**src/rtl/sw_debounce3_if.sv**
```systemverilog
// Switch-conditioner bus: raw switch levels in; debounced levels and
// one-cycle edge strobes out.
interface sw_debounce3_if #(
    parameter int N = 3
);
    logic [N-1:0] sw_in;
    logic [N-1:0] sw_out;
    logic [N-1:0] sw_rise;
    logic [N-1:0] sw_fall;
    logic         changed;

    // Board/stimulus side: drives the raw switches, observes the conditioned view
    modport master (
        output sw_in,
        input  sw_out,
        input  sw_rise,
        input  sw_fall,
        input  changed
    );

    // Conditioner side
    modport slave (
        input  sw_in,
        output sw_out,
        output sw_rise,
        output sw_fall,
        output changed
    );
endinterface

```
**src/rtl/sw_debounce3.sv**
```systemverilog
// sw_debounce3: per-channel two-flop synchroniser followed by a stability
// counter. A channel's clean level only changes once the synchronised input
// has disagreed with it for STABLE_CNT consecutive cycles; any agreeing cycle
// restarts the count. Rise/fall strobes are registered alongside the level
// so they line up with the cycle in which the new level first appears.
module sw_debounce3 #(
    parameter int N          = 3,
    parameter int STABLE_CNT = 4
) (
    input  logic            clk,
    input  logic            rst_n,
    sw_debounce3_if.slave   bus
);
    localparam int                 CNT_W   = $clog2(STABLE_CNT) + 1;
    localparam logic [CNT_W-1:0]   CNT_MAX = CNT_W'(STABLE_CNT - 1);

    logic [N-1:0]     r_s1;
    logic [N-1:0]     r_s2;
    logic [CNT_W-1:0] r_cnt [N];
    logic [N-1:0]     r_sw_out;
    logic [N-1:0]     r_sw_rise;
    logic [N-1:0]     r_sw_fall;

    logic [CNT_W-1:0] w_cnt_nxt [N];
    logic [N-1:0]     w_out_nxt;
    logic [N-1:0]     w_rise_nxt;
    logic [N-1:0]     w_fall_nxt;

    // Next-state of each channel's debounce counter, level and strobes
    always_comb begin
        w_out_nxt  = r_sw_out;
        w_rise_nxt = {N{1'b0}};
        w_fall_nxt = {N{1'b0}};
        for (int i = 0; i < N; i++) begin
            w_cnt_nxt[i] = {CNT_W{1'b0}};
            if (r_s2[i] == r_sw_out[i]) begin
                // Input agrees with the accepted level: restart qualification
                w_cnt_nxt[i] = {CNT_W{1'b0}};
            end else if (r_cnt[i] == CNT_MAX) begin
                // Disagreement has persisted long enough: accept the new level
                w_cnt_nxt[i]  = {CNT_W{1'b0}};
                w_out_nxt[i]  = r_s2[i];
                w_rise_nxt[i] = r_s2[i];
                w_fall_nxt[i] = ~r_s2[i];
            end else begin
                w_cnt_nxt[i] = r_cnt[i] + CNT_W'(1);
            end
        end
    end

    // Synchroniser, counters, debounced level and strobes; synchronous reset
    always_ff @(posedge clk) begin
        if (!rst_n) begin
            r_s1      <= {N{1'b0}};
            r_s2      <= {N{1'b0}};
            r_sw_out  <= {N{1'b0}};
            r_sw_rise <= {N{1'b0}};
            r_sw_fall <= {N{1'b0}};
            for (int i = 0; i < N; i++) begin
                r_cnt[i] <= {CNT_W{1'b0}};
            end
        end else begin
            r_s1      <= bus.sw_in;
            r_s2      <= r_s1;
            r_sw_out  <= w_out_nxt;
            r_sw_rise <= w_rise_nxt;
            r_sw_fall <= w_fall_nxt;
            for (int i = 0; i < N; i++) begin
                r_cnt[i] <= w_cnt_nxt[i];
            end
        end
    end

    assign bus.sw_out  = r_sw_out;
    assign bus.sw_rise = r_sw_rise;
    assign bus.sw_fall = r_sw_fall;
    // Derived from registered strobes only, so it is glitch-free in practice
    assign bus.changed = |(r_sw_rise | r_sw_fall);

endmodule

```
**src/flat_wrapper.sv**
```systemverilog
// flat-port wrapper written by rule: the top's interface ports become plain ports
module sw_debounce3_flat 
#(
    parameter int N          = 3,
    parameter int STABLE_CNT = 4
)
  (clk, rst_n, bus_sw_in, bus_sw_out, bus_sw_rise, bus_sw_fall, bus_changed);
  sw_debounce3_if #(.N(N)) bus_i ();
  input  logic clk;
  input  logic rst_n;
  input wire logic [$bits(bus_i.sw_in)-1:0] bus_sw_in;
  output wire logic [$bits(bus_i.sw_out)-1:0] bus_sw_out;
  output wire logic [$bits(bus_i.sw_rise)-1:0] bus_sw_rise;
  output wire logic [$bits(bus_i.sw_fall)-1:0] bus_sw_fall;
  output wire logic [$bits(bus_i.changed)-1:0] bus_changed;
  assign bus_i.sw_in = bus_sw_in;
  assign bus_sw_out = bus_i.sw_out;
  assign bus_sw_rise = bus_i.sw_rise;
  assign bus_sw_fall = bus_i.sw_fall;
  assign bus_changed = bus_i.changed;
  sw_debounce3 #(.N(N), .STABLE_CNT(STABLE_CNT)) u_core (.clk(clk), .rst_n(rst_n), .bus(bus_i));
endmodule
```
**config.mk**
```make
export PLATFORM = sky130hd
export DESIGN_NAME = sw_debounce3_flat
export DESIGN_NICKNAME = d
export VERILOG_FILES = /design/src/rtl/sw_debounce3_if.sv /design/src/rtl/sw_debounce3.sv /design/src/flat_wrapper.sv
export SDC_FILE = /design/constraint.sdc
export NUM_CORES = 1
export LEC_CHECK = 0
export ABC_AREA = 1
export CAP_MARGIN = 40
export CORE_AREA = 2 2 48 50
export DETAILED_ROUTE_END_ITERATION = 10
export DIE_AREA = 0 0 50 52
export PLACE_DENSITY = 0.66
export SETUP_SLACK_MARGIN = 0.02
export SLEW_MARGIN = 20
export SYNTH_ARGS = -nofsm -noshare
export SYNTH_HDL_FRONTEND = slang
export SYNTH_SLANG_ARGS = --single-unit
```
**constraint.sdc**
```tcl
create_clock -name clk -period 2.1 [get_ports clk]
set_clock_uncertainty 0.05 [all_clocks]
set_input_delay 0.315 -clock clk [delete_from_list [all_inputs] [get_ports clk]]
set_output_delay 0.315 -clock clk [all_outputs]
set_load 0.01 [all_outputs]
```
Word level (Yosys, flattened, before mapping):

Memories as Yosys holds them, arrays and structs flattened.
Index checks and enable logic that the tools add are counted.

* $add $sub $neg: 3
* equal/unequal tests: 6
* mux-type cells: 11
* bitwise operators: 14
* reduce and logical (&&, ||, !) cells: 7

Operator list (number)
* 2-to-1 mux 3 bit: 9
* OR reduction 3 bit: 4
* inverter 1 bit: 10
* adder 3 x 1 -> 3 bit (second input constant): 3
* == test 3 x 2 -> 1 bit (second input constant): 3
* AND reduction 2 bit: 3
* == test 1 bit: 3
* OR 1 bit: 3
* OR 3 bit: 1
* 2-to-1 mux 1 bit: 2

* bits in registers: 15
* memory bits (writable): 9
* bits of input ports: 5
* output and inout bits: 10
* logic and storage cells: 53
* memories: 1

Memory list
* u_core.r_cnt: words 3, bits a word 3, read ports 3, clocked after Yosys merged registers in 0, write ports 3, RTL line sw_debounce3.sv:19 `logic [CNT_W-1:0] r_cnt [N];`

Depth between registers and ports, before layout:

Gate-level depths: netlist of the first run.

* depth in word-level cells: 4
* mapped depth: 6

Least setup slack after synthesis of the first run:

OpenSTA, ideal clock, no wires.

* kind: reg-to-reg
* start point: mem u_core.r_cnt[0][6] in the netlist's numbering
* end point: mem u_core.r_cnt[0][6] in the netlist's numbering
* library setup time: 0.064 ns
* arrival: 0.963 ns
* required time: 1.986 ns
* path slack: 1.022 ns
* cell stages (with the launch flop): 6
* period minus slack after synthesis: 1.078 ns
* path through: dfxtp_1 ha_1 ha_1 nor2_2 nand3_2 nor2_1

RTL lines (RTL line)
* start, declared: sw_debounce3.sv:19

Final worst setup path of the first run:

* start point: reg u_core.r_sw_fall[2], in the netlist u_core.bus.sw_fall[2]
* end point: out bus_changed

* cells in the longest elaborated chain, start to end: 2

RTL lines
* start, declared: RTL line sw_debounce3.sv:22 `logic [N-1:0] r_sw_fall;`
* start signal, assigned: RTL line sw_debounce3.sv:58 `r_sw_fall <= {N{1'b0}};`
* start signal, assigned: RTL line sw_debounce3.sv:67 `r_sw_fall <= w_fall_nxt;`
* OR 3 bit: RTL line sw_debounce3.sv:78 `assign bus.changed = |(r_sw_rise | r_sw_fall);`
* OR reduction 3 bit: RTL line sw_debounce3.sv:78
* end, declared: RTL line flat_wrapper.sv:15 `output wire logic [$bits(bus_i.changed)-1:0] bus_changed;`

No other way between the ends.

==> flow_metrics.py, run 1 <==
metrics = {
    "outcome": {
        "status": "completed",
    },
    "cells_and_area": {
        "final_common_cell": "dfxtp_1",
        "antenna_cells": 0,
        "final_cell_mix": "dfxtp_1 (24), inv_1 (23), nand2_1 (23)",
        "multiInputGateArea_um2": 299,
        "seq_area_um2": 480,
        "syn_to_final_growth_pct": 21.8,
        "nFillCells": 206,
        "nets": 134,
        "design_area_mm2": 0.00106,
        "drive_gt1_share_pct": 5.79,
    },
    "synthesis": {
        "synth-seq-cells": 24,
        "synth_cells": 105,
        "synth_top_area_share_pct": 55.0,
        "synth_largest_area_cell": "dfxtp_1",
        "syn_avg_cell_area_um2": 8.32,
        "syn_area_um2": 873,
        "synth_warnings": 0,
        "ys_seq_area_share_pct": 55.0,
        "yosysUniqueCellTypes": 11,
        "synthesis.nets": 116,
        "yosys-top-cells-area": "dfxtp_1 (55%), inv_1 (9.9%), nand2_1 (9.9%), ha_1 (8.6%), nor2_1 (6.4%)",
    },
    "floorplanning": {
        "core-area_mm2": 0.00211,
        "die_h_um": 52,
        "dieArea_mm2": 0.00260,
        "ios": 15,
        "rows": 17,
        "start_util_pct": 41.5,
        "die_x_um": 50,
    },
    "power_and_ir_drop": {
        "p_leak_nw": 0.494,
        "finalPower_uw": 672,
        "vdd_drop_max_uv": 346,
        "powerDensity_mw_per_mm2": 632,
    },
    "routing": {
        "route.detailed.drc": 0,
        "vias_per_cell": 4.25,
        "vias": 633,
        "antenna_left": 0,
        "firstDrtPassIters": 2,
        "wire_per_inst_um": 8.02,
        "drt-total-wl_um": 1200,
        "drt_iter0_drc": 1,
    },
    "grt": {
        "grtUsageTotal_pct": 11.5,
        "grt_start_max_net_pins": 14,
        "overflow": 0,
        "grt_first_pass_wirelength_um": 2210,
        "grt_pass1_vias": 584,
        "antenna_found_initial": 0,
    },
    "run": {
        "drv_cap": 0,
    },
    "placement": {
        "place_hpwl_um": 958,
        "place_congestion": 0.712,
        "place_area_mm2": 0.00104,
        "io_buffers": 14,
    },
    "sta": {
        "period_needed_ps": 1670,
        "final_hold_viol_count": 0,
        "worst_slew_pin_slew_ps": 416,
        "rsz0062_at_grt": "no",
        "setup_tns_ps": 0,
        "report.final.slew_viol_count": 0,
        "max_freq_mhz": 600,
        "max_slew_margin_pct": 72.2,
        "setup_viol": 0,
        "period_share_pct": 79.3,
    },
    "cts": {
        "h-tree-depth": 1,
        "cts_setup_buffers": 0,
        "postCtsHoldBufs": 0,
        "cts.repair.resized": 0,
        "cts_sinks": 24,
        "clock_latency_ps": 290,
        "cts_buffer_depth": 2,
        "cts_tree": "done",
        "cts_root_buf": "clkbuf_4",
        "cts.clk_slew.worst_paths_ps": 110,
        "numCtsBuffers": 3,
    },
    "worst_setup_path": {
        "crit_path_cell_trace": "nor2_1 > nand3_1 > clkdlybuf4s50_1",
        "critPathMaxFanout": 2,
        "worst_path_dominant_cell_family": "buffers and inverters",
        "cp.arrival_ps": 1300,
        "critPathRequiredTime_ps": 1740,
        "end_kind": "output pin",
        "crit_buf_inv": 1,
        "cp-start-kind": "flop",
        "critPathMaxStageDelay_ps": 480,
        "critPathKind": "flop to output pin",
        "cpMaxStageDelayCell": "clkdlybuf4s50_1",
    },
    "min_path": {
        "hold_class": "flop to flop",
    },
}
==> worst paths after layout <==
path | start | end | slack, ps | cells past startpoint
hold / removal | u_core.r_s1[0] | u_core.r_s2[0] | 380 | 2
hold reg to reg | u_core.r_s1[0] | u_core.r_s2[0] | 380 | 2
setup reg to reg | u_core.r_cnt[0][6] | u_core.r_cnt[0][6] | 890 | 5
setup / recovery | u_core.bus.sw_fall[2] | bus_changed | 430 | 3
==> worst register-to-register path, cell delays in order, from the launching register on <==
cell     delay [ps]
dfxtp_1         330
ha_1            190
ha_1            220
nor2_2          160
nand3_2         100
nor2_1          100
==> where the power goes <==
group / switching [mW] / internal, mW / leakage (nW)
sequential: 0.00351 / 0.462 / 0.195
clock: 0.115 / 0.0667 / 0.0138
combinational: 0.0128 / 0.0115 / 0.286
total: 0.132 / 0.540 / 0.494
==> Yosys cell counts <==
cell / n
buf_4: 1
dfxtp_1: 24
ha_1: 6
inv_1: 23
nand2_1: 23
nand3_1: 6
nand3_2: 1
nor2_1: 15
nor2_2: 1
nor3_1: 3
nor3_2: 2
==> cell families (layout without fill, tap and decap cells) <==
family        after synthesis  count (layout)  share of synthesized area [%]
simple gates               51              51                           25.6
flops                      24              24                           55.0
buf+inv                    24              40                           10.7
fa+ha+maj                   6               6                           8.60
==> registers in the layout (all words and copies together) (netlist names) <==
name and cells:
u_core.bus.sw_fall 3, u_core.bus.sw_out 3, u_core.bus.sw_rise 3, u_core.r_cnt 9, u_core.r_s1 3, u_core.r_s2 3
==> metrics by stage <==
| stage | cells | hold slack, ps | util [%] | setup slack (ps) |
|---|---|---|---|---|
| after floorplan | 105 | 340 | - | 1020 |
| after global placement | 146 | 347 | 49.4 | 462 |
| after detailed placement | 146 | 354 | 49.4 | 427 |
| after CTS | 149 | 379 | 50.5 | 408 |
| after global routing | 149 | 411 | 50.5 | 313 |
| final | 149 | 377 | 50.5 | 434 |
==> per-layer routing <==
layer	vias up	track usage (%)	wire [um]
met5	-	0	0
met4	0	8.33	26
met3	2	2.59	48
met2	11	20.0	568
met1	276	12.2	552
li1	344	-	-
==> cell type report <==
| class | instances | area share, % |
|---|---|---|
| well taps | 28 | 3.29 |
| flip-flops and latches | 24 | 45.2 |
| inverters | 23 | 8.12 |
| multi-input cells | 57 | 28.1 |
| clock buffers | 3 | 2.12 |
| repair buffers | 14 | 13.2 |
Power figures use the tool's default switching activity.
==> run 2, diff against run 1 <==
==> constraint.sdc (replaced) <==
create_clock -name clk -period 1.6 [get_ports clk]
set_clock_uncertainty 0.05 [all_clocks]
set_input_delay 0.24 -clock clk [delete_from_list [all_inputs] [get_ports clk]]
set_output_delay 0.24 -clock clk [all_outputs]
set_load 0.01 [all_outputs]
==> flow_metrics.py, run 2 (synthesis gave the netlist of run 1 again) <==
metrics = {
    "outcome": {
        "status": "completed",
    },
    "cells_and_area": {
        "regMostFlops": "u_core.r_cnt",
        "final_core_util_pct": 51.8,
        "drive_gt1_share_pct": 10.6,
        "antenna_cells": 0,
        "nets": 135,
        "syn_to_final_growth_pct": 24.9,
        "fin_cells": 151,
        "largest_register_ffs": 9,
        "final_cell_mix": "inv_1 (23), nand2_1 (23), dfxtp_1 (20)",
        "nFillCells": 203,
        "design_area_mm2": 0.00109,
    },
    "cts": {
        "cts_buffer_depth": 2,
        "postCtsHoldBufs": 0,
        "cts_setup_buffers": 0,
        "clock_latency_ps": 310,
        "numCtsBuffers": 3,
        "cts.clk_slew.worst_paths_ps": 130,
        "cts_tree": "done",
        "cts_sinks": 24,
        "h-tree-depth": 1,
        "cts_root_buf": "clkbuf_4",
    },
    "placement": {
        "io_buffers": 14,
        "place_area_mm2": 0.00105,
        "pre_cts_ws_ps": 174,
        "place_inst": 147,
        "place_congestion": 0.758,
        "place_hpwl_um": 1060,
    },
    "worst_setup_path": {
        "critPathRequiredTime_ps": 1310,
        "crit_path_cell_trace": "clkdlybuf4s50_1",
        "cp.arrival_ps": 1240,
        "critPathMaxFanout": 5,
        "worst_path_dominant_cell_family": "buffers and inverters",
        "end_kind": "output pin",
        "cp-start-kind": "flop",
        "critPathMaxStageDelay_ps": 540,
        "cpMaxStageDelayCell": "clkdlybuf4s50_1",
        "crit_buf_inv": 1,
        "critPathKind": "flop to output pin",
    },
    "floorplanning": {
        "die_x_um": 50,
        "core-area_mm2": 0.00211,
        "ios": 15,
        "die_h_um": 52,
        "start_util_pct": 41.5,
        "dieArea_mm2": 0.00260,
        "rows": 17,
    },
    "routing": {
        "wire_per_inst_um": 8.65,
        "antenna_left": 0,
        "vias": 639,
        "drt_iter0_drc": 9,
        "drt-total-wl_um": 1310,
        "route.detailed.drc": 0,
        "firstDrtPassIters": 3,
        "vias_per_cell": 4.23,
    },
    "grt": {
        "overflow": 0,
        "grt_pass1_vias": 593,
        "antenna_found_initial": 0,
        "grt_first_pass_wirelength_um": 2420,
        "grt_start_max_net_pins": 14,
        "grtUsageTotal_pct": 12.5,
    },
    "power_and_ir_drop": {
        "clock_power_share_pct": 32.7,
        "finalPower_uw": 957,
        "p_sw_share_pct": 20.5,
        "vdd_drop_max_uv": 517,
        "combinationalPowerShare_pct": 3.5,
        "p_leak_nw": 0.513,
        "powerDensity_mw_per_mm2": 877,
        "pwr-share-seq_pct": 63.7,
        "intPower_uw": 761,
        "p_sw_uw": 196,
    },
    "sta": {
        "worst_slew_pin_slew_ps": 233,
        "setup_viol": 0,
        "layout_setup_ws_ps": 73.9,
        "period_share_pct": 95.4,
        "report.final.slew_viol_count": 0,
        "holdWs_ps": 372,
        "period_needed_ps": 1530,
        "rsz0062_at_grt": "no",
        "max_freq_mhz": 655,
        "final_hold_viol_count": 0,
        "setup_tns_ps": 0,
        "max_slew_margin_pct": 84.4,
    },
    "min_path": {
        "hold_class": "flop to flop",
    },
    "run": {
        "drv_cap": 0,
    },
}
## run 2: cell type report
class / instances / area (um^2) / share of cell area, %
Inverter: 23 / 86.3 / 7.91
Tap cell: 28 / 35.0 / 3.21
Timing Repair Buffer: 15 / 146 / 13.4
Clock buffer: 4 / 36.3 / 3.33
Multi-Input combinational cell: 57 / 299 / 27.4
Sequential cell: 24 / 488 / 44.7
## run 2: final timing paths
kind / endpoint / cells after the start / slack, ps / from
max: bus_sw_out[0] / 1 / 70 / u_core.bus.sw_out[0]
max reg2reg: u_core.r_cnt[0][7] / 5 / 370 / u_core.r_cnt[0][6]
min reg2reg: u_core.r_s2[0] / 2 / 370 / u_core.r_s1[0]
min: u_core.r_s2[0] / 2 / 370 / u_core.r_s1[0]
## run 2: metal layers
layer / up-vias / global-route usage (%) / share of wire, %
li1: 349 / - / -
met1: 271 / 13.9 / 46
met2: 14 / 22.1 / 48
met3: 5 / 2.59 / 3.4
met4: 0 / 6.94 / 2.7
met5: - / 0 / 0
## run 2: worst reg2reg max path: stages, from the launching register on
cell     delay [ps]
dfxtp_1         340
ha_1            200
ha_1            230
nor2_2          170
nand3_2         100
nor2_1          100
## run 2: power groups by stage
stage / combinational [mW] / clock [mW] / sequential [mW]
floorplan: 0.0197 / 0 / 0.624
global placement: 0.0328 / 0 / 0.625
detailed placement: 0.0344 / 0 / 0.625
CTS: 0.0344 / 0.320 / 0.612
global route: 0.0392 / 0.349 / 0.611
finish: 0.0339 / 0.313 / 0.610
## run 2: repair_timing
item                       4_1_cts  5_1_grt
setup endpoints to repair        3        2
gates resized for setup          4        2
cloned                           0        0
pin swaps                        0        0
